### src/rtl/wb_core_arbiter_if.sv
// Bundles the Wishbone slave, core request and shared-memory port signals of wb_core_arbiter.
// Signal names keep their bus-level _i/_o suffixes as seen from the arbiter.
// slave modport: arbiter side. master modport: the environment (Wishbone master, core, memory).
interface wb_core_arbiter_if #(
    parameter int AW = 24
);
    // Wishbone classic slave port
    logic        wbs_cyc_i;
    logic        wbs_stb_i;
    logic        wbs_we_i;
    logic [3:0]  wbs_sel_i;
    logic [31:0] wbs_adr_i;
    logic [31:0] wbs_dat_i;
    logic        wbs_ack_o;
    logic [31:0] wbs_dat_o;
    // core request port
    logic          core_req_i;
    logic          core_we_i;
    logic [3:0]    core_be_i;
    logic [AW-1:0] core_addr_i;
    logic [31:0]   core_wdata_i;
    logic          core_gnt_o;
    logic [31:0]   core_rdata_o;
    // shared memory port
    logic          mem_req_o;
    logic          mem_we_o;
    logic [3:0]    mem_be_o;
    logic [AW-1:0] mem_addr_o;
    logic [31:0]   mem_wdata_o;
    logic [31:0]   mem_rdata_i;
    logic          mem_ready_i;
    // status
    logic          err_o;

    modport slave (
        input  wbs_cyc_i, wbs_stb_i, wbs_we_i, wbs_sel_i, wbs_adr_i, wbs_dat_i,
        output wbs_ack_o, wbs_dat_o,
        input  core_req_i, core_we_i, core_be_i, core_addr_i, core_wdata_i,
        output core_gnt_o, core_rdata_o,
        output mem_req_o, mem_we_o, mem_be_o, mem_addr_o, mem_wdata_o,
        input  mem_rdata_i, mem_ready_i,
        output err_o
    );

    modport master (
        output wbs_cyc_i, wbs_stb_i, wbs_we_i, wbs_sel_i, wbs_adr_i, wbs_dat_i,
        input  wbs_ack_o, wbs_dat_o,
        output core_req_i, core_we_i, core_be_i, core_addr_i, core_wdata_i,
        input  core_gnt_o, core_rdata_o,
        input  mem_req_o, mem_we_o, mem_be_o, mem_addr_o, mem_wdata_o,
        output mem_rdata_i, mem_ready_i,
        input  err_o
    );
endinterface

### src/rtl/wb_core_arbiter.sv
// Purpose: round-robin arbiter sharing one memory port between a Wishbone slave and a core.
// Latency: request-to-completion 3 cycles for 1-cycle memory; one transaction outstanding.
// Backpressure: requesters hold their request until ack/gnt; mem_req_o held until mem_ready_i.
// Ports: wb_clk_i, wb_rst_i (sync, active-high) plus all bus signals in wb_core_arbiter_if.slave.
// Optional: define WB_TIMEOUT_EN to abort a stalled access after TIMEOUT cycles (err_o, 0xDEAD_BEEF).
module wb_core_arbiter #(
    parameter int          AW      = 24,
    parameter logic [31:0] WB_BASE = 32'h3000_0000,
    parameter int          TIMEOUT = 255
) (
    input logic              wb_clk_i,
    input logic              wb_rst_i,
    wb_core_arbiter_if.slave bus
);
    typedef enum logic [1:0] {IDLE, GRANT_WB, GRANT_CORE, RESP} state_t;

    // 33-bit window bounds so a window ending at 2^32 cannot wrap
    localparam logic [32:0] WIN_LO = {1'b0, WB_BASE};
    localparam logic [32:0] WIN_HI = WIN_LO + (33'd1 << (AW + 2));

    state_t        state;
    logic          last_wb;   // last completed grant: 1 = WB, 0 = core
    logic          owner_wb;  // requester of the access in flight
    logic          wb_drop;   // WB master abandoned the cycle; swallow its ack
    logic          ack_q;
    logic [31:0]   dat_q;
    logic          gnt_q;
    logic [31:0]   rdata_q;
    logic          mreq_q;
    logic          mwe_q;
    logic [3:0]    mbe_q;
    logic [AW-1:0] maddr_q;
    logic [31:0]   mwdata_q;

    logic        in_win;
    logic        wb_req;
    logic        wb_bad;
    logic        tmo_hit;
    logic        done;
    logic [31:0] done_dat;

    assign in_win = ({1'b0, bus.wbs_adr_i} >= WIN_LO) && ({1'b0, bus.wbs_adr_i} < WIN_HI);
    // ack_q gates the cycle in which the master still holds stb over our own ack
    assign wb_req = bus.wbs_cyc_i && bus.wbs_stb_i && in_win && !ack_q;
    assign wb_bad = bus.wbs_cyc_i && bus.wbs_stb_i && !in_win && !ack_q;

`ifdef WB_TIMEOUT_EN
    localparam int TW = $clog2(TIMEOUT + 1);
    logic [TW-1:0] tmo_cnt;
    logic          err_q;
    // tmo_cnt + 1 cycles have elapsed without mem_ready_i
    assign tmo_hit   = (tmo_cnt == TW'(TIMEOUT - 1));
    assign bus.err_o = err_q;
`else
    assign tmo_hit   = 1'b0;
    assign bus.err_o = 1'b0;
`endif

    assign done     = bus.mem_ready_i || tmo_hit;
    assign done_dat = bus.mem_ready_i ? bus.mem_rdata_i : 32'hDEAD_BEEF;

    always_ff @(posedge wb_clk_i) begin
        if (wb_rst_i) begin
            state    <= IDLE;
            last_wb  <= 1'b0;
            owner_wb <= 1'b0;
            wb_drop  <= 1'b0;
            ack_q    <= 1'b0;
            dat_q    <= '0;
            gnt_q    <= 1'b0;
            rdata_q  <= '0;
            mreq_q   <= 1'b0;
            mwe_q    <= 1'b0;
            mbe_q    <= '0;
            maddr_q  <= '0;
            mwdata_q <= '0;
`ifdef WB_TIMEOUT_EN
            tmo_cnt  <= '0;
            err_q    <= 1'b0;
`endif
        end else begin
            ack_q <= 1'b0;
            gnt_q <= 1'b0;
            case (state)
                IDLE: begin
`ifdef WB_TIMEOUT_EN
                    tmo_cnt <= '0;
`endif
                    // out-of-window access: immediate zero-data ack, memory untouched
                    if (wb_bad) begin
                        ack_q <= 1'b1;
                        dat_q <= '0;
                    end
                    if (wb_req && (!bus.core_req_i || !last_wb)) begin
                        state    <= GRANT_WB;
                        owner_wb <= 1'b1;
                        wb_drop  <= 1'b0;
                        mreq_q   <= 1'b1;
                        mwe_q    <= bus.wbs_we_i;
                        mbe_q    <= bus.wbs_sel_i;
                        maddr_q  <= bus.wbs_adr_i[AW+1:2];
                        mwdata_q <= bus.wbs_dat_i;
                    end else if (bus.core_req_i) begin
                        state    <= GRANT_CORE;
                        owner_wb <= 1'b0;
                        wb_drop  <= 1'b0;
                        mreq_q   <= 1'b1;
                        mwe_q    <= bus.core_we_i;
                        mbe_q    <= bus.core_be_i;
                        maddr_q  <= bus.core_addr_i;
                        mwdata_q <= bus.core_wdata_i;
                    end
                end
                GRANT_WB, GRANT_CORE: begin
                    if (state == GRANT_WB && !bus.wbs_cyc_i) begin
                        wb_drop <= 1'b1;
                    end
                    if (done) begin
                        mreq_q <= 1'b0;
                        state  <= RESP;
                        if (!owner_wb) begin
                            gnt_q   <= 1'b1;
                            rdata_q <= done_dat;
                        end else if (bus.wbs_cyc_i && !wb_drop) begin
                            ack_q <= 1'b1;
                            dat_q <= done_dat;
                        end
                    end
`ifdef WB_TIMEOUT_EN
                    if (!done) begin
                        tmo_cnt <= tmo_cnt + TW'(1);
                    end
                    if (!bus.mem_ready_i && tmo_hit) begin
                        err_q <= 1'b1;
                    end
`endif
                end
                RESP: begin
                    state   <= IDLE;
                    last_wb <= owner_wb;
                end
                default: state <= IDLE;
            endcase
        end
    end

    assign bus.wbs_ack_o    = ack_q;
    assign bus.wbs_dat_o    = dat_q;
    assign bus.core_gnt_o   = gnt_q;
    assign bus.core_rdata_o = rdata_q;
    assign bus.mem_req_o    = mreq_q;
    assign bus.mem_we_o     = mwe_q;
    assign bus.mem_be_o     = mbe_q;
    assign bus.mem_addr_o   = maddr_q;
    assign bus.mem_wdata_o  = mwdata_q;
endmodule
### src/flat_wrapper.sv
// flat-port wrapper written by rule: the top's interface ports become plain ports
module wb_core_arbiter_flat 
#(
    parameter int          AW      = 24,
    parameter logic [31:0] WB_BASE = 32'h3000_0000,
    parameter int          TIMEOUT = 255
)
  (wb_clk_i, wb_rst_i, bus_wbs_cyc_i, bus_wbs_stb_i, bus_wbs_we_i, bus_wbs_sel_i, bus_wbs_adr_i, bus_wbs_dat_i, bus_wbs_ack_o, bus_wbs_dat_o, bus_core_req_i, bus_core_we_i, bus_core_be_i, bus_core_addr_i, bus_core_wdata_i, bus_core_gnt_o, bus_core_rdata_o, bus_mem_req_o, bus_mem_we_o, bus_mem_be_o, bus_mem_addr_o, bus_mem_wdata_o, bus_mem_rdata_i, bus_mem_ready_i, bus_err_o);
  wb_core_arbiter_if #(.AW(AW)) bus_i ();
  input logic wb_clk_i;
  input logic wb_rst_i;
  input wire logic [$bits(bus_i.wbs_cyc_i)-1:0] bus_wbs_cyc_i;
  input wire logic [$bits(bus_i.wbs_stb_i)-1:0] bus_wbs_stb_i;
  input wire logic [$bits(bus_i.wbs_we_i)-1:0] bus_wbs_we_i;
  input wire logic [$bits(bus_i.wbs_sel_i)-1:0] bus_wbs_sel_i;
  input wire logic [$bits(bus_i.wbs_adr_i)-1:0] bus_wbs_adr_i;
  input wire logic [$bits(bus_i.wbs_dat_i)-1:0] bus_wbs_dat_i;
  output wire logic [$bits(bus_i.wbs_ack_o)-1:0] bus_wbs_ack_o;
  output wire logic [$bits(bus_i.wbs_dat_o)-1:0] bus_wbs_dat_o;
  input wire logic [$bits(bus_i.core_req_i)-1:0] bus_core_req_i;
  input wire logic [$bits(bus_i.core_we_i)-1:0] bus_core_we_i;
  input wire logic [$bits(bus_i.core_be_i)-1:0] bus_core_be_i;
  input wire logic [$bits(bus_i.core_addr_i)-1:0] bus_core_addr_i;
  input wire logic [$bits(bus_i.core_wdata_i)-1:0] bus_core_wdata_i;
  output wire logic [$bits(bus_i.core_gnt_o)-1:0] bus_core_gnt_o;
  output wire logic [$bits(bus_i.core_rdata_o)-1:0] bus_core_rdata_o;
  output wire logic [$bits(bus_i.mem_req_o)-1:0] bus_mem_req_o;
  output wire logic [$bits(bus_i.mem_we_o)-1:0] bus_mem_we_o;
  output wire logic [$bits(bus_i.mem_be_o)-1:0] bus_mem_be_o;
  output wire logic [$bits(bus_i.mem_addr_o)-1:0] bus_mem_addr_o;
  output wire logic [$bits(bus_i.mem_wdata_o)-1:0] bus_mem_wdata_o;
  input wire logic [$bits(bus_i.mem_rdata_i)-1:0] bus_mem_rdata_i;
  input wire logic [$bits(bus_i.mem_ready_i)-1:0] bus_mem_ready_i;
  output wire logic [$bits(bus_i.err_o)-1:0] bus_err_o;
  assign bus_i.wbs_cyc_i = bus_wbs_cyc_i;
  assign bus_i.wbs_stb_i = bus_wbs_stb_i;
  assign bus_i.wbs_we_i = bus_wbs_we_i;
  assign bus_i.wbs_sel_i = bus_wbs_sel_i;
  assign bus_i.wbs_adr_i = bus_wbs_adr_i;
  assign bus_i.wbs_dat_i = bus_wbs_dat_i;
  assign bus_wbs_ack_o = bus_i.wbs_ack_o;
  assign bus_wbs_dat_o = bus_i.wbs_dat_o;
  assign bus_i.core_req_i = bus_core_req_i;
  assign bus_i.core_we_i = bus_core_we_i;
  assign bus_i.core_be_i = bus_core_be_i;
  assign bus_i.core_addr_i = bus_core_addr_i;
  assign bus_i.core_wdata_i = bus_core_wdata_i;
  assign bus_core_gnt_o = bus_i.core_gnt_o;
  assign bus_core_rdata_o = bus_i.core_rdata_o;
  assign bus_mem_req_o = bus_i.mem_req_o;
  assign bus_mem_we_o = bus_i.mem_we_o;
  assign bus_mem_be_o = bus_i.mem_be_o;
  assign bus_mem_addr_o = bus_i.mem_addr_o;
  assign bus_mem_wdata_o = bus_i.mem_wdata_o;
  assign bus_i.mem_rdata_i = bus_mem_rdata_i;
  assign bus_i.mem_ready_i = bus_mem_ready_i;
  assign bus_err_o = bus_i.err_o;
  wb_core_arbiter #(.AW(AW), .WB_BASE(WB_BASE), .TIMEOUT(TIMEOUT)) u_core (.wb_clk_i(wb_clk_i), .wb_rst_i(wb_rst_i), .bus(bus_i));
endmodule
### config.mk
export PLATFORM = sky130hd
export DESIGN_NAME = wb_core_arbiter_flat
export DESIGN_NICKNAME = d
export VERILOG_FILES = /design/src/rtl/wb_core_arbiter_if.sv /design/src/rtl/wb_core_arbiter.sv /design/src/flat_wrapper.sv
export SDC_FILE = /design/constraint.sdc
export NUM_CORES = 1
export LEC_CHECK = 0
export BUFFER_PORTS_ARGS = -buffer_cell sky130_fd_sc_hd__buf_2
export CAP_MARGIN = 20
export CELL_PAD_IN_SITES_DETAIL_PLACEMENT = 1
export CELL_PAD_IN_SITES_GLOBAL_PLACEMENT = 1
export CORE_MARGIN = 3
export CORE_UTILIZATION = 35
export DETAILED_ROUTE_END_ITERATION = 7
export PLACE_DENSITY_LB_ADDON = 0.3
export SKIP_LAST_GASP = 1
export SYNTH_ARGS = -nofsm -noshare
export SYNTH_HDL_FRONTEND = slang
export SYNTH_SLANG_ARGS = --single-unit
### constraint.sdc
create_clock -name wb_clk_i -period 3.5 [get_ports wb_clk_i]
set_clock_uncertainty 0.1 [all_clocks]
set_input_delay 0.35 -clock wb_clk_i [delete_from_list [all_inputs] [get_ports wb_clk_i]]
set_output_delay 0.35 -clock wb_clk_i [all_outputs]
set_load 0.005 [all_outputs]
---- After elaboration in Yosys (flattened, before gate mapping) ----
Cells that the tools add are included.
word-level totals
  bits in registers ....................... 133
  word-level logic and storage cells ...... 86
operators by class
  order comparisons ....................... 2
  equal/unequal tests ..................... 9
  mux-type cells .......................... 32
  bitwise gates (word level) .............. 3
  reduce and logical (&&, ||, !) cells .... 27
operators with widths
  cell                                                           number
  2-to-1 mux 32 bit                                              6
  one-hot mux 32 bit (2 select lines)                            1
  2-to-1 mux 24 bit                                              2
  >= comparator 32 x 30 -> 1 bit (second input constant)         1
  less-than comparator 32 x 30 -> 1 bit (second input constant)  1
  2-to-1 mux 1 bit                                               14
  logical AND 1 bit                                              9
  AND reduction 3 bit                                            3
  2-to-1 mux 4 bit                                               2
  != test 2 x 1 -> 1 bit (second input constant)                 4
  logical NOT 1 bit                                              6
  2-to-1 mux 2 bit                                               3
  one-hot mux 1 bit (2 select lines)                             3
  one-hot mux 2 bit (3 select lines)                             1
  AND reduction 5 bit                                            1
  == test 2 bit (second input constant)                          2
  AND reduction 2 bit                                            2
  nonzero test 2 bit                                             2
  != test 3 x 2 -> 1 bit (second input constant)                 1
  NOT 1 bit                                                      3
  OR reduction 3 bit                                             1
  == test 2 x 1 -> 1 bit (second input constant)                 1
  logical NOT 2 bit                                              1
  != test 2 bit (second input constant)                          1
  2 further kinds                                                2

---- Longest topological paths before layout ----
Gate-level depths: netlist of the first run.
  word-level depth ........................ 7
  mapped depth ............................ 8
  mapped depth without buffers ............ 6

---- Least setup slack after synthesis of the first run ----
OpenSTA, ideal clock, no wires.
  path type ............................... register to register
  from .................................... reg u_core.state[0]
  to ...................................... reg u_core.dat_q[0], in the netlist u_core.bus.wbs_dat_o[0]
  library setup time ...................... 72 ps
  arrival ................................. 1867 ps
  path slack .............................. 1461 ps
  stages on the path, launching flop included .. 9
  buffers on the path ..................... 2
  clock period less this slack ............ 2039 ps
  cell sequence ........................... dfxtp_1 -> inv_1 -> ha_1 -> clkbuf_1 -> inv_1 -> a21oi_1 -> a211oi_2 -> buf_4 -> mux2i_1
between the ends
  word-level cells in the longest chain between the ends .. 4
ends and longest elaborated chain
  what                                                            RTL line                RTL
  from (decl)                                                     wb_core_arbiter.sv:21   state_t state;
  from (signal assigned)                                          wb_core_arbiter.sv:64   state <= IDLE;
  from (signal assigned)                                          wb_core_arbiter.sv:95   state <= GRANT_WB;
  from (signal assigned)                                          wb_core_arbiter.sv:104  state <= GRANT_CORE;
  == test 2 bit / == test 2 x 1 -> 1 bit (equally long branches)  wb_core_arbiter.sv:84   case (state)
  OR reduction 2 bit                                              wb_core_arbiter.sv:84
  != test 2 x 1 -> 1 bit (no line), or another cell as far along  n/a
  AND reduction 5 bit (no line)                                   n/a
  to (signal assigned)                                            wb_core_arbiter.sv:126  dat_q <= done_dat;
  to (decl)                                                       wb_core_arbiter.sv:26   logic [31:0] dat_q;
Parallel ways exist; a longest one is shown, timed or not.
A chain may end at the register's enable or synchronous reset.

---- Worst setup path after layout of the first run ----
  from .................................... reg u_core.state[1]
  to ...................................... reg u_core.dat_q[9], in the netlist u_core.bus.wbs_dat_o[9]
Same word-level chain as after synthesis.

==> results of run 1 <==
[registers in the layout, indices dropped and copies added, names as in the netlist]
register                 count
u_core.bus.core_rdata_o     32
u_core.bus.mem_wdata_o      32
u_core.bus.wbs_dat_o        32
u_core.bus.mem_addr_o       24
u_core.bus.mem_be_o          4
u_core.state                 2
u_core.bus.core_gnt_o        1
u_core.bus.mem_req_o         1
u_core.bus.mem_we_o          1
u_core.bus.wbs_ack_o         1
u_core.last_wb               1
u_core.owner_wb              1
u_core.wb_drop               1
[worst max path at each step]
stage                            startpoint                         end  slack [ns]  cells past startpoint
after floorplan             u_core.state[0]     u_core.bus.wbs_dat_o[0]        1.46                      8
after global placement    bus_wbs_adr_i[31]  u_core.bus.mem_wdata_o[18]        1.02                      6
after detailed placement    u_core.state[1]     u_core.bus.wbs_dat_o[9]        0.95                      6
after CTS                   u_core.state[1]    u_core.bus.wbs_dat_o[24]        0.93                      6
after global routing        u_core.state[1]     u_core.bus.wbs_dat_o[8]        0.82                      6
final                       u_core.state[1]     u_core.bus.wbs_dat_o[9]         1.0                      6
[cell type report]
type	count	area share (%)
multi-input cells	604	39.58
flip-flops and latches	133	31.17
repair buffers	306	18.63
clock buffers	18	5.142
well taps	225	3.296
clock inverters	14	1.934
inverters	4	0.1758
diodes	2	0.05860
[routing by layer]
metal / global-route usage [%] / share of wire [%]
met5: 0 / 0.032
met2: 38.15 / 50
met4: 5.808 / 1.4
met1: 24.02 / 40
met3: 7.685 / 8.4
[tightest hold or removal path, delay by kind of cell]
| kind | cells | cell delay, ns |
|---|---|---|
| buffers and inverters | 1 | 0.09 |
| AND/OR/NAND/NOR | 1 | 0.04 |
| AO/OA/AOI/OAI | 1 | 0.07 |
[kinds of logic (layout without fill, tap and decap cells)]
kind of cell	Yosys count	after routing	synth area share, %
AO/OA/AOI/OAI	171	171	19.21
adder cells (fa/ha/maj)	5	5	0.9733
AND/OR/NAND/NOR	392	392	26.65
buffers and inverters	79	342	6.210
multiplexers	35	35	5.470
flip-flops	133	133	41.42
other	1	3	0.05834
[cell usage in the layout, fill, tap and decap left out, types with 2 or more instances in the layout]
| master | Yosys | layout |
|---|---|---|
| a211oi_1 | 2 | 2 |
| inv_8 | 0 | 2 |
| a31oi_1 | 61 | 61 |
| a211o_1 | 61 | 61 |
| mux2i_1 | 34 | 34 |
| nand3b_1 | 33 | 33 |
| a21oi_1 | 36 | 36 |
| nand2_1 | 188 | 188 |
| clkinvlp_4 | 0 | 4 |
| diode_2 | 0 | 2 |
| dfxtp_1 | 133 | 133 |
| nand2b_1 | 37 | 37 |
| clkbuf_16 | 0 | 17 |
| inv_6 | 0 | 6 |
| nor2_1 | 128 | 127 |
| buf_12 | 0 | 2 |
| buf_2 | 4 | 292 |
| buf_4 | 10 | 12 |
| inv_1 | 4 | 4 |
| bufinv_16 | 0 | 2 |
| ha_1 | 5 | 4 |
[power by group]
group | switching (mW) | internal, mW | leakage (nW) | total (mW)
combinational | 1.53 | 1.09 | 2.73 | 2.62
clock | 0.766 | 1.09 | 0.285 | 1.86
sequential | 0.239 | 1.92 | 1.09 | 2.16
==> reports/results.tsv, run 1 <==
metric	value	unit
status	complete, no violations	
routed len/inst	16.90	um
Max FO, Critical Path	32	
gpl congestion	0.7589	
Crit path max-delay family	buffers and inverters	
commonest register cell after synthesis	dfxtp_1	
Critical-path top delay cell	ha_2	
Max-cap violations	0	
area of the core	17660	um^2
latest clock arrival within the worst-skew pair	0.41	ns
hold depth	3	
overall power	6.636	mW
worst hold slack	0.07371	ns
Worst Hold Launch	bus_core_addr_i[16]	
Synth Warn #	0	
Worst path max stage delay	0.63	ns
final hold vios	0	
fraction of registers with async set/reset	0	%
Peak VDD IR	0.4301	mV
synthesis-stage register bit count	133	
crit-path cells	inv_1 > ha_2 > nor2_1 > a211oi_4 > buf_4 > mux2i_1	
sequential share of the synthesized area	41.42	%
Worst-Margin Slew	0.6822	ns
Initial Util	36.40	%
crit end category	flip-flop	
Power Density	776.9	nW/um^2
Post-CTS Resized	0	
register area	2663	um^2
dpl ws	0.9549	ns
largest net degree at the start of global routing	116	
multi-input logic area	3381	um^2
die area	20030	um^2
top-count cell post-synth	nand2_1	
CTS HTree Levels	4	
P_leak	4.104	nW
# fillers	2260	
Synth Cell Area	6427	um^2
GRT overflow	0	
Synth top area share	41.42	%
Top Ports	297	
Reg2Reg Depth	6	
placed cell area	7931	um^2
Cells after Synth	816	
nets	1239	
min Tclk post-route	2.501	ns
Final Instance Area	8541	um^2
syn nets	989	
initial antenna violation count	3	
Initial DRC Count	246	
unrepaired setup endpoints after global routing	false	
Via Count	6688	
worst path bufs/invs	2	
max_slew headroom	54.52	%
Max Transition Viols Final	0	
drt total wl	22070	um
Die H	141.5	um
CTS Buffer Depth	2	
dpl hpwl	15100	um
FF-to-FF End	u_core.bus.wbs_dat_o[9]	
Worst R2R Setup Slack	1.0	ns
CTS tree	yes	
drt pass-1 iters	4	
clock buffer count from CTS	17	
clock sinks	133	
required time of the critical path	3.73	ns
# DRC	0	
critical path startpoint category	flip-flop	
share of layout cells above drive strength 1	32.16	%
Arrival @ worst endpoint	2.74	ns
Die X	141.5	um
syn avg cell area	7.877	um^2
final-report setup violation count	0	
vias in the first global route	6874	
Detail Route Antenna Nets	0	
reg2reg start	u_core.state[1]	
Distinct cells, synth	35	
Clk pin slew, worst setup/hold paths	0.07	ns
commonest cells in the netlist	188 x nand2_1, 133 x dfxtp_1, 128 x nor2_1	
DP Cell Count	1272	
Final Non-Filler Cells	1306	
Vias/cell	5.121	
Root Buffer	clkbuf_16	
fin worst setup slack	0.9988	ns
Yosys top cell by area	dfxtp_1	
Site Rows	48	
FMAX	399.8	MHz
GRT Total Usage	21.34	%
CTS Hold Buffers Added	0	
Crit Path Category	reg2reg	
setup_tns	0	ns
# port buffers	293	
part of the cycle the worst path needs	71.46	%
hold crit path type	in2reg	
Post-CTS Setup Bufs	0	
Hold Path End	u_core.bus.mem_addr_o[16]	
first-pass GRT wire length	34580	um
Area growth syn-to-layout	32.88	%
Post-synth EDFFs	0	
synth top area cells	dfxtp_1 41%, nand2_1 11%, a211o_1 8.3%	
post-layout util	48.37	%
Note: power is estimated with default switching activity, not from simulation.
==> run 2: changes to the inputs <==
--- a/config.mk
+++ b/config.mk
@@ -10,7 +10,7 @@
 export CELL_PAD_IN_SITES_DETAIL_PLACEMENT = 1
 export CELL_PAD_IN_SITES_GLOBAL_PLACEMENT = 1
 export CORE_MARGIN = 3
-export CORE_UTILIZATION = 35
+export CORE_UTILIZATION = 33
 export DETAILED_ROUTE_END_ITERATION = 7
 export PLACE_DENSITY_LB_ADDON = 0.3
 export SKIP_LAST_GASP = 1
==> constraint.sdc (replaced) <==
create_clock -name wb_clk_i -period 2.5 [get_ports wb_clk_i]
set_clock_uncertainty 0.1 [all_clocks]
set_input_delay 0.25 -clock wb_clk_i [delete_from_list [all_inputs] [get_ports wb_clk_i]]
set_output_delay 0.25 -clock wb_clk_i [all_outputs]
set_load 0.005 [all_outputs]
==> run 2 against run 1 <==
Net effect: the run now ends with hold timing left; fmax grew 1.4%; register-to-register slack worse by 0.96 ns; clock power grew 39%; cell count increased by 15%; global-route usage is 3.2 points higher; sequential share of layout area decreased by 5.5 points; worst hold slack got worse by 0.077 ns; via count increased by 15%.
==> reports/results.tsv, run 2 (synthesized netlist as in run 1, its figures left out) <==
metric	value	unit	change
CTS HTree Levels	4		unchanged
P_leak	4.977	nW	+21%
critical path startpoint category	flip-flop		
CTS Buffer Depth	2		unchanged
area of the core	18890	um^2	+7.0%
Clk pin slew, worst setup/hold paths	0.07	ns	about the same
max_slew headroom	60.48	%	+6.0 points
# port buffers	293		unchanged
Die X	145.6	um	+2.9%
FMAX	405.6	MHz	+1.4%
status	complete, but fails checks		
Power Density	986.1	nW/um^2	+27%
required time of the critical path	2.70	ns	-1.03 ns
Via Count	7720		+15%
Max Transition Viols Final	0		unchanged
GRT Total Usage	24.59	%	+3.2 points
dpl hpwl	15180	um	+0.52%
first-pass GRT wire length	42750	um	+24%
GRT overflow	0		unchanged
part of the cycle the worst path needs	98.63	%	+27 points
clock buffer count from CTS	17		unchanged
Crit Path Category	reg2reg		
share of layout cells above drive strength 1	29.10	%	-3.1 points
overall power	10.24	mW	+54%
Peak VDD IR	0.5048	mV	+17%
Vias/cell	5.123		about the same
Detail Route Antenna Nets	0		unchanged
Site Rows	50		+4.2%
Max-cap violations	0		unchanged
worst hold slack	-0.003442	ns	-0.07715 ns
Area growth syn-to-layout	61.57	%	
crit end category	flip-flop		
drt total wl	28740	um	+30%
dpl ws	0.3322	ns	-0.6227 ns
vias in the first global route	8115		+18%
Max FO, Critical Path	10		-69%
nets	1404		+13%
largest net degree at the start of global routing	110		-5.2%
drt pass-1 iters	4		unchanged
most frequent cells in the layout	292 x buf_2, 188 x nand2_1, 150 x dlygate4sd3_1, 133 x dfxtp_1, 127 x nor2_1		
routed len/inst	19.07	um	+13%
CTS tree	yes		
Die H	145.6	um	+2.9%
Worst-Margin Slew	0.5928	ns	-0.08942 ns
latest clock arrival within the worst-skew pair	0.42	ns	about the same
most common cell after layout, fill and taps aside	buf_2		
hold crit path type	in2reg		
Top Ports	297		unchanged
fin worst setup slack	0.03436	ns	-0.9645 ns
final hold vios	1		+1
clock sinks	133		unchanged
violated checks	hold timing		
min Tclk post-route	2.466	ns	-0.03552 ns
unrepaired setup endpoints after global routing	true		
# DRC	0		unchanged
Arrival @ worst endpoint	2.67	ns	-0.07 ns
final-report setup violation count	0		unchanged
Root Buffer	clkbuf_16		
gpl congestion	0.7486		-1.4%
Initial Util	34.02	%	-2.4 points
die area	21190	um^2	+5.8%
initial antenna violation count	3		unchanged
Initial DRC Count	256		+4.1%
-- run 2: cell types whose count changed in the layout (fill, tap and decap cells not counted), moves of 2 or more --
cell	delta
dlygate4sd3_1	+150
clkbuf_16	+5
inv_6	-5
buf_12	+4
clkinv_2	+4
buf_4	+2
buf_6	+2
inv_8	-2
-- run 2: metal layers --
| metal | global-route usage, % | share of wire [%] | up-vias |
|---|---|---|---|
| li1 | - | - | 3610 |
| met5 | 0 | 0 | - |
| met4 | 10.73 | 3.8 | 0 |
| met3 | 6.478 | 6.2 | 78 |
| met1 | 27.82 | 40 | 3736 |
| met2 | 43.61 | 50 | 296 |
-- run 2: area by class of cell --
class,instances,area (um^2)
Antenna cell,3,7.507
Clock buffer,19,442.9
Clock inverter,13,156.4
Fill cell,2339,8508
Inverter,4,15.01
Multi-Input combinational cell,604,3397
Sequential cell,133,2663
Tap cell,260,325.3
Timing Repair Buffer,471,3378
-- run 2: critical path: stages, from the launching register on --
cell and delay [ns]:
dfxtp_1 0.31, nand3b_1 0.22, a2111oi_4 0.36, buf_4 0.20
o21a_2 0.13, buf_4 0.18, buf_12 0.16, a31oi_2 0.10
dlygate4sd3_1 0.59
-- run 2: power by group --
| part | internal, mW | total [mW] | switching, mW |
|---|---|---|---|
| logic | 2.16 | 4.60 | 2.44 |
| registers | 2.68 | 3.05 | 0.362 |
| clock network | 1.59 | 2.59 | 1.00 |
-- run 2: repair_timing --
item,4_1_cts,5_1_grt
gates resized for setup,0,6
hold buffers,151,0
endpoints found under the hold margin,93,0
buffers inserted,0,5
setup endpoints to repair,0,58
-- run 2: path summary, 6_finish.rpt --
| kind | from | endpoint | slack, ns | depth (start not counted) |
|---|---|---|---|---|
| worst max-delay path | u_core.bus.wbs_ack_o | u_core.bus.mem_wdata_o[20] | 0.03 | 8 |
| worst min-delay path | bus_core_wdata_i[15] | u_core.bus.mem_wdata_o[15] | -0.003 | 3 |
| worst max register to register | u_core.bus.wbs_ack_o | u_core.bus.mem_wdata_o[20] | 0.03 | 8 |
| worst min register to register | u_core.bus.core_rdata_o[13] | u_core.bus.core_rdata_o[13] | 0.35 | 2 |
-- run 2: stage by stage --
stage | cell area [um^2] | instances | utilization, % | hold slack, ns | TNS, ns
after floorplan | 6427 | 816 | - | 0.2860 | 0
after global placement | 8060 | 1310 | 42.66 | 0.3404 | 0
after detailed placement | 8060 | 1310 | 42.66 | 0.3444 | 0
after CTS | 10170 | 1493 | 53.83 | 0.002131 | 0
after global routing | 10390 | 1507 | 54.97 | 0.008014 | -0.8094
final | 10390 | 1507 | 54.97 | -0.003442 | 0
==> run 3: changes to the inputs <==
--- a/config.mk
+++ b/config.mk
@@ -9,10 +9,10 @@
 export CAP_MARGIN = 20
 export CELL_PAD_IN_SITES_DETAIL_PLACEMENT = 1
 export CELL_PAD_IN_SITES_GLOBAL_PLACEMENT = 1
-export CORE_MARGIN = 3
+export CORE_MARGIN = 4
 export CORE_UTILIZATION = 33
 export DETAILED_ROUTE_END_ITERATION = 7
-export PLACE_DENSITY_LB_ADDON = 0.3
+export PLACE_DENSITY_LB_ADDON = 0.05
 export SKIP_LAST_GASP = 1
 export SYNTH_ARGS = -nofsm -noshare
 export SYNTH_HDL_FRONTEND = slang
==> run 3 against run 2 <==
Net effect: register-to-register slack improved by 0.04 ns; sequential share of layout area rose by 0.25 points; flip-flop and latch count did not move; highest routed layer unchanged; fmax rose by 1.6%; critical path depth fell by 2; count of clock-buffer cells in the layout fell by 2; combinational power fell by 11%; power fell by 3.2%; first-iteration DRC count fell by 18%; critical path type unchanged; final area fell by 0.95%; the flow now finishes without violations.
==> reports/results.tsv, run 3 (synthesized netlist as in run 1, its figures left out) <==
metric	value	unit	change
vias in the first global route	7977		-1.7%
Power Density	963.3	nW/um^2	-2.3%
nets	1401		-0.21%
GRT overflow	0		unchanged
hold crit path type	in2reg		
Peak VDD IR	0.6453	mV	+28%
Detail Route Antenna Nets	0		unchanged
clock buffer count from CTS	17		unchanged
Critical-path top delay cell	a2111o_2		
Arrival @ worst endpoint	2.63	ns	-0.04 ns
# port buffers	293		unchanged
Die X	147.6	um	+1.4%
critical path startpoint category	flip-flop		
dpl hpwl	15620	um	+2.9%
Worst path max stage delay	0.60	ns	about the same
post-layout util	54.26	%	-0.70 points
latest clock arrival within the worst-skew pair	0.41	ns	about the same
clock sinks	133		unchanged
GRT Total Usage	22.86	%	-1.7 points
Vias/cell	4.951		-3.4%
Via Count	7431		-3.7%
worst path bufs/invs	2		-2
area of the core	18960	um^2	+0.33%
status	complete, no violations		
FMAX	412.1	MHz	+1.6%
Initial DRC Count	210		-18%
initial antenna violation count	1		-2
Max-cap violations	0		unchanged
Top Ports	297		unchanged
max_slew headroom	62.94	%	+2.5 points
CTS Buffer Depth	2		unchanged
Max Transition Viols Final	0		unchanged
Site Rows	50		unchanged
Die H	147.6	um	+1.4%
die area	21770	um^2	+2.8%
CTS HTree Levels	4		unchanged
most frequent cells in the layout	292 x buf_2, 188 x nand2_1, 149 x dlygate4sd3_1, 133 x dfxtp_1, 127 x nor2_1		
Worst-Margin Slew	0.5559	ns	-0.03686 ns
Crit Path Category	reg2reg		
most common cell after layout, fill and taps aside	buf_2		
part of the cycle the worst path needs	97.05	%	-1.6 points
P_leak	4.830	nW	-3.0%
Area growth syn-to-layout	60.03	%	
Max FO, Critical Path	59		+49
largest net degree at the start of global routing	73		-34%
required time of the critical path	2.71	ns	about the same
crit-path cells	nand3b_1 > a2111o_2 > buf_12 > nand2_1 > a31oi_1 > dlygate4sd3_1		
crit end category	flip-flop		
# DRC	0		unchanged
share of layout cells above drive strength 1	28.79	%	-0.31 points
drt total wl	25810	um	-10%
Crit path max-delay family	buffers and inverters		
min Tclk post-route	2.426	ns	-0.03930 ns
overall power	9.909	mW	-3.2%
Initial Util	33.91	%	-0.11 points
first-pass GRT wire length	40700	um	-4.8%
drt pass-1 iters	4		unchanged
Root Buffer	clkbuf_16		
CTS tree	yes		
Clk pin slew, worst setup/hold paths	0.06	ns	about the same
final-report setup violation count	0		unchanged
final hold vios	0		-1
routed len/inst	17.20	um	-9.8%
gpl congestion	0.7187		-4.0%
==> run 3: changes by cell type in the layout (fill, tap and decap cells not counted), moves of 3 or more <==
| cell | delta |
|---|---|
| clkbuf_16 | -5 |
| buf_4 | +4 |
| clkinv_2 | -3 |
| inv_6 | +3 |
| clkinvlp_4 | -3 |
==> run 3: metal layers <==
metal  share of wire, %  track usage (%)  vias up
li1                   -                -     3607
met1                 41            25.16     3549
met2                 50            41.96      225
met3                6.0            6.193       50
met4                2.7            8.434        0
met5                  0                0        -
==> run 3: layout make-up <==
class	count	area [um^2]
inverters	4	15.01
well taps	260	325.3
clock buffers	17	425.4
fillers	2339	8670
diodes	1	2.502
multi-input cells	606	3413
repair buffers	466	3219
flip-flops and latches	133	2663
clock inverters	14	222.7
==> run 3: what timing repair did <==
action / 4_1_cts / 5_1_grt
endpoints found under the hold margin: 99 / 0
buffers inserted: 0 / 4
resized for setup: 0 / 2
hold buffers: 149 / 0
endpoints found under the setup margin: 0 / 4
==> run 3: metrics by stage <==
| stage | setup WS, ns | cells | cell area (um^2) | setup TNS, ns | hold slack (ns) |
|---|---|---|---|---|---|
| floorplan | 0.4615 | 816 | 6427 | 0 | 0.2860 |
| global placement | 0.2609 | 1314 | 8078 | 0 | 0.3400 |
| detailed placement | 0.2396 | 1314 | 8078 | 0 | 0.3446 |
| CTS | 0.03074 | 1494 | 10220 | 0 | 0.003583 |
| global route | -0.01136 | 1501 | 10290 | -0.01136 | 0.005932 |
| finish | 0.07366 | 1501 | 10290 | 0 | 0.009076 |
==> run 3: report_power, final <==
| part | total, mW | internal (mW) | switching, mW |
|---|---|---|---|
| clock network | 2.80 | 1.78 | 1.02 |
| logic | 4.09 | 1.82 | 2.27 |
| registers | 3.02 | 2.68 | 0.337 |
| total | 9.91 | 6.28 | 3.63 |
==> run 3: worst reg2reg max path, stage by stage (launching register included) <==
cell           delay, ns
dfxtp_1             0.31
nand3b_1            0.29
a2111o_2            0.60
buf_12              0.23
nand2_1             0.12
a31oi_1             0.09
dlygate4sd3_1       0.58
==> run 3: path summary, 6_finish.rpt <==
check / startpoint / end / slack [ns] / depth (start not counted)
max: u_core.bus.wbs_ack_o / u_core.bus.mem_be_o[3] / 0.07 / 6
min: bus_wbs_dat_i[4] / u_core.bus.mem_wdata_o[4] / 0.009 / 3
max reg2reg: u_core.bus.wbs_ack_o / u_core.bus.mem_be_o[3] / 0.07 / 6
min reg2reg: u_core.bus.core_rdata_o[31] / u_core.bus.core_rdata_o[31] / 0.35 / 2
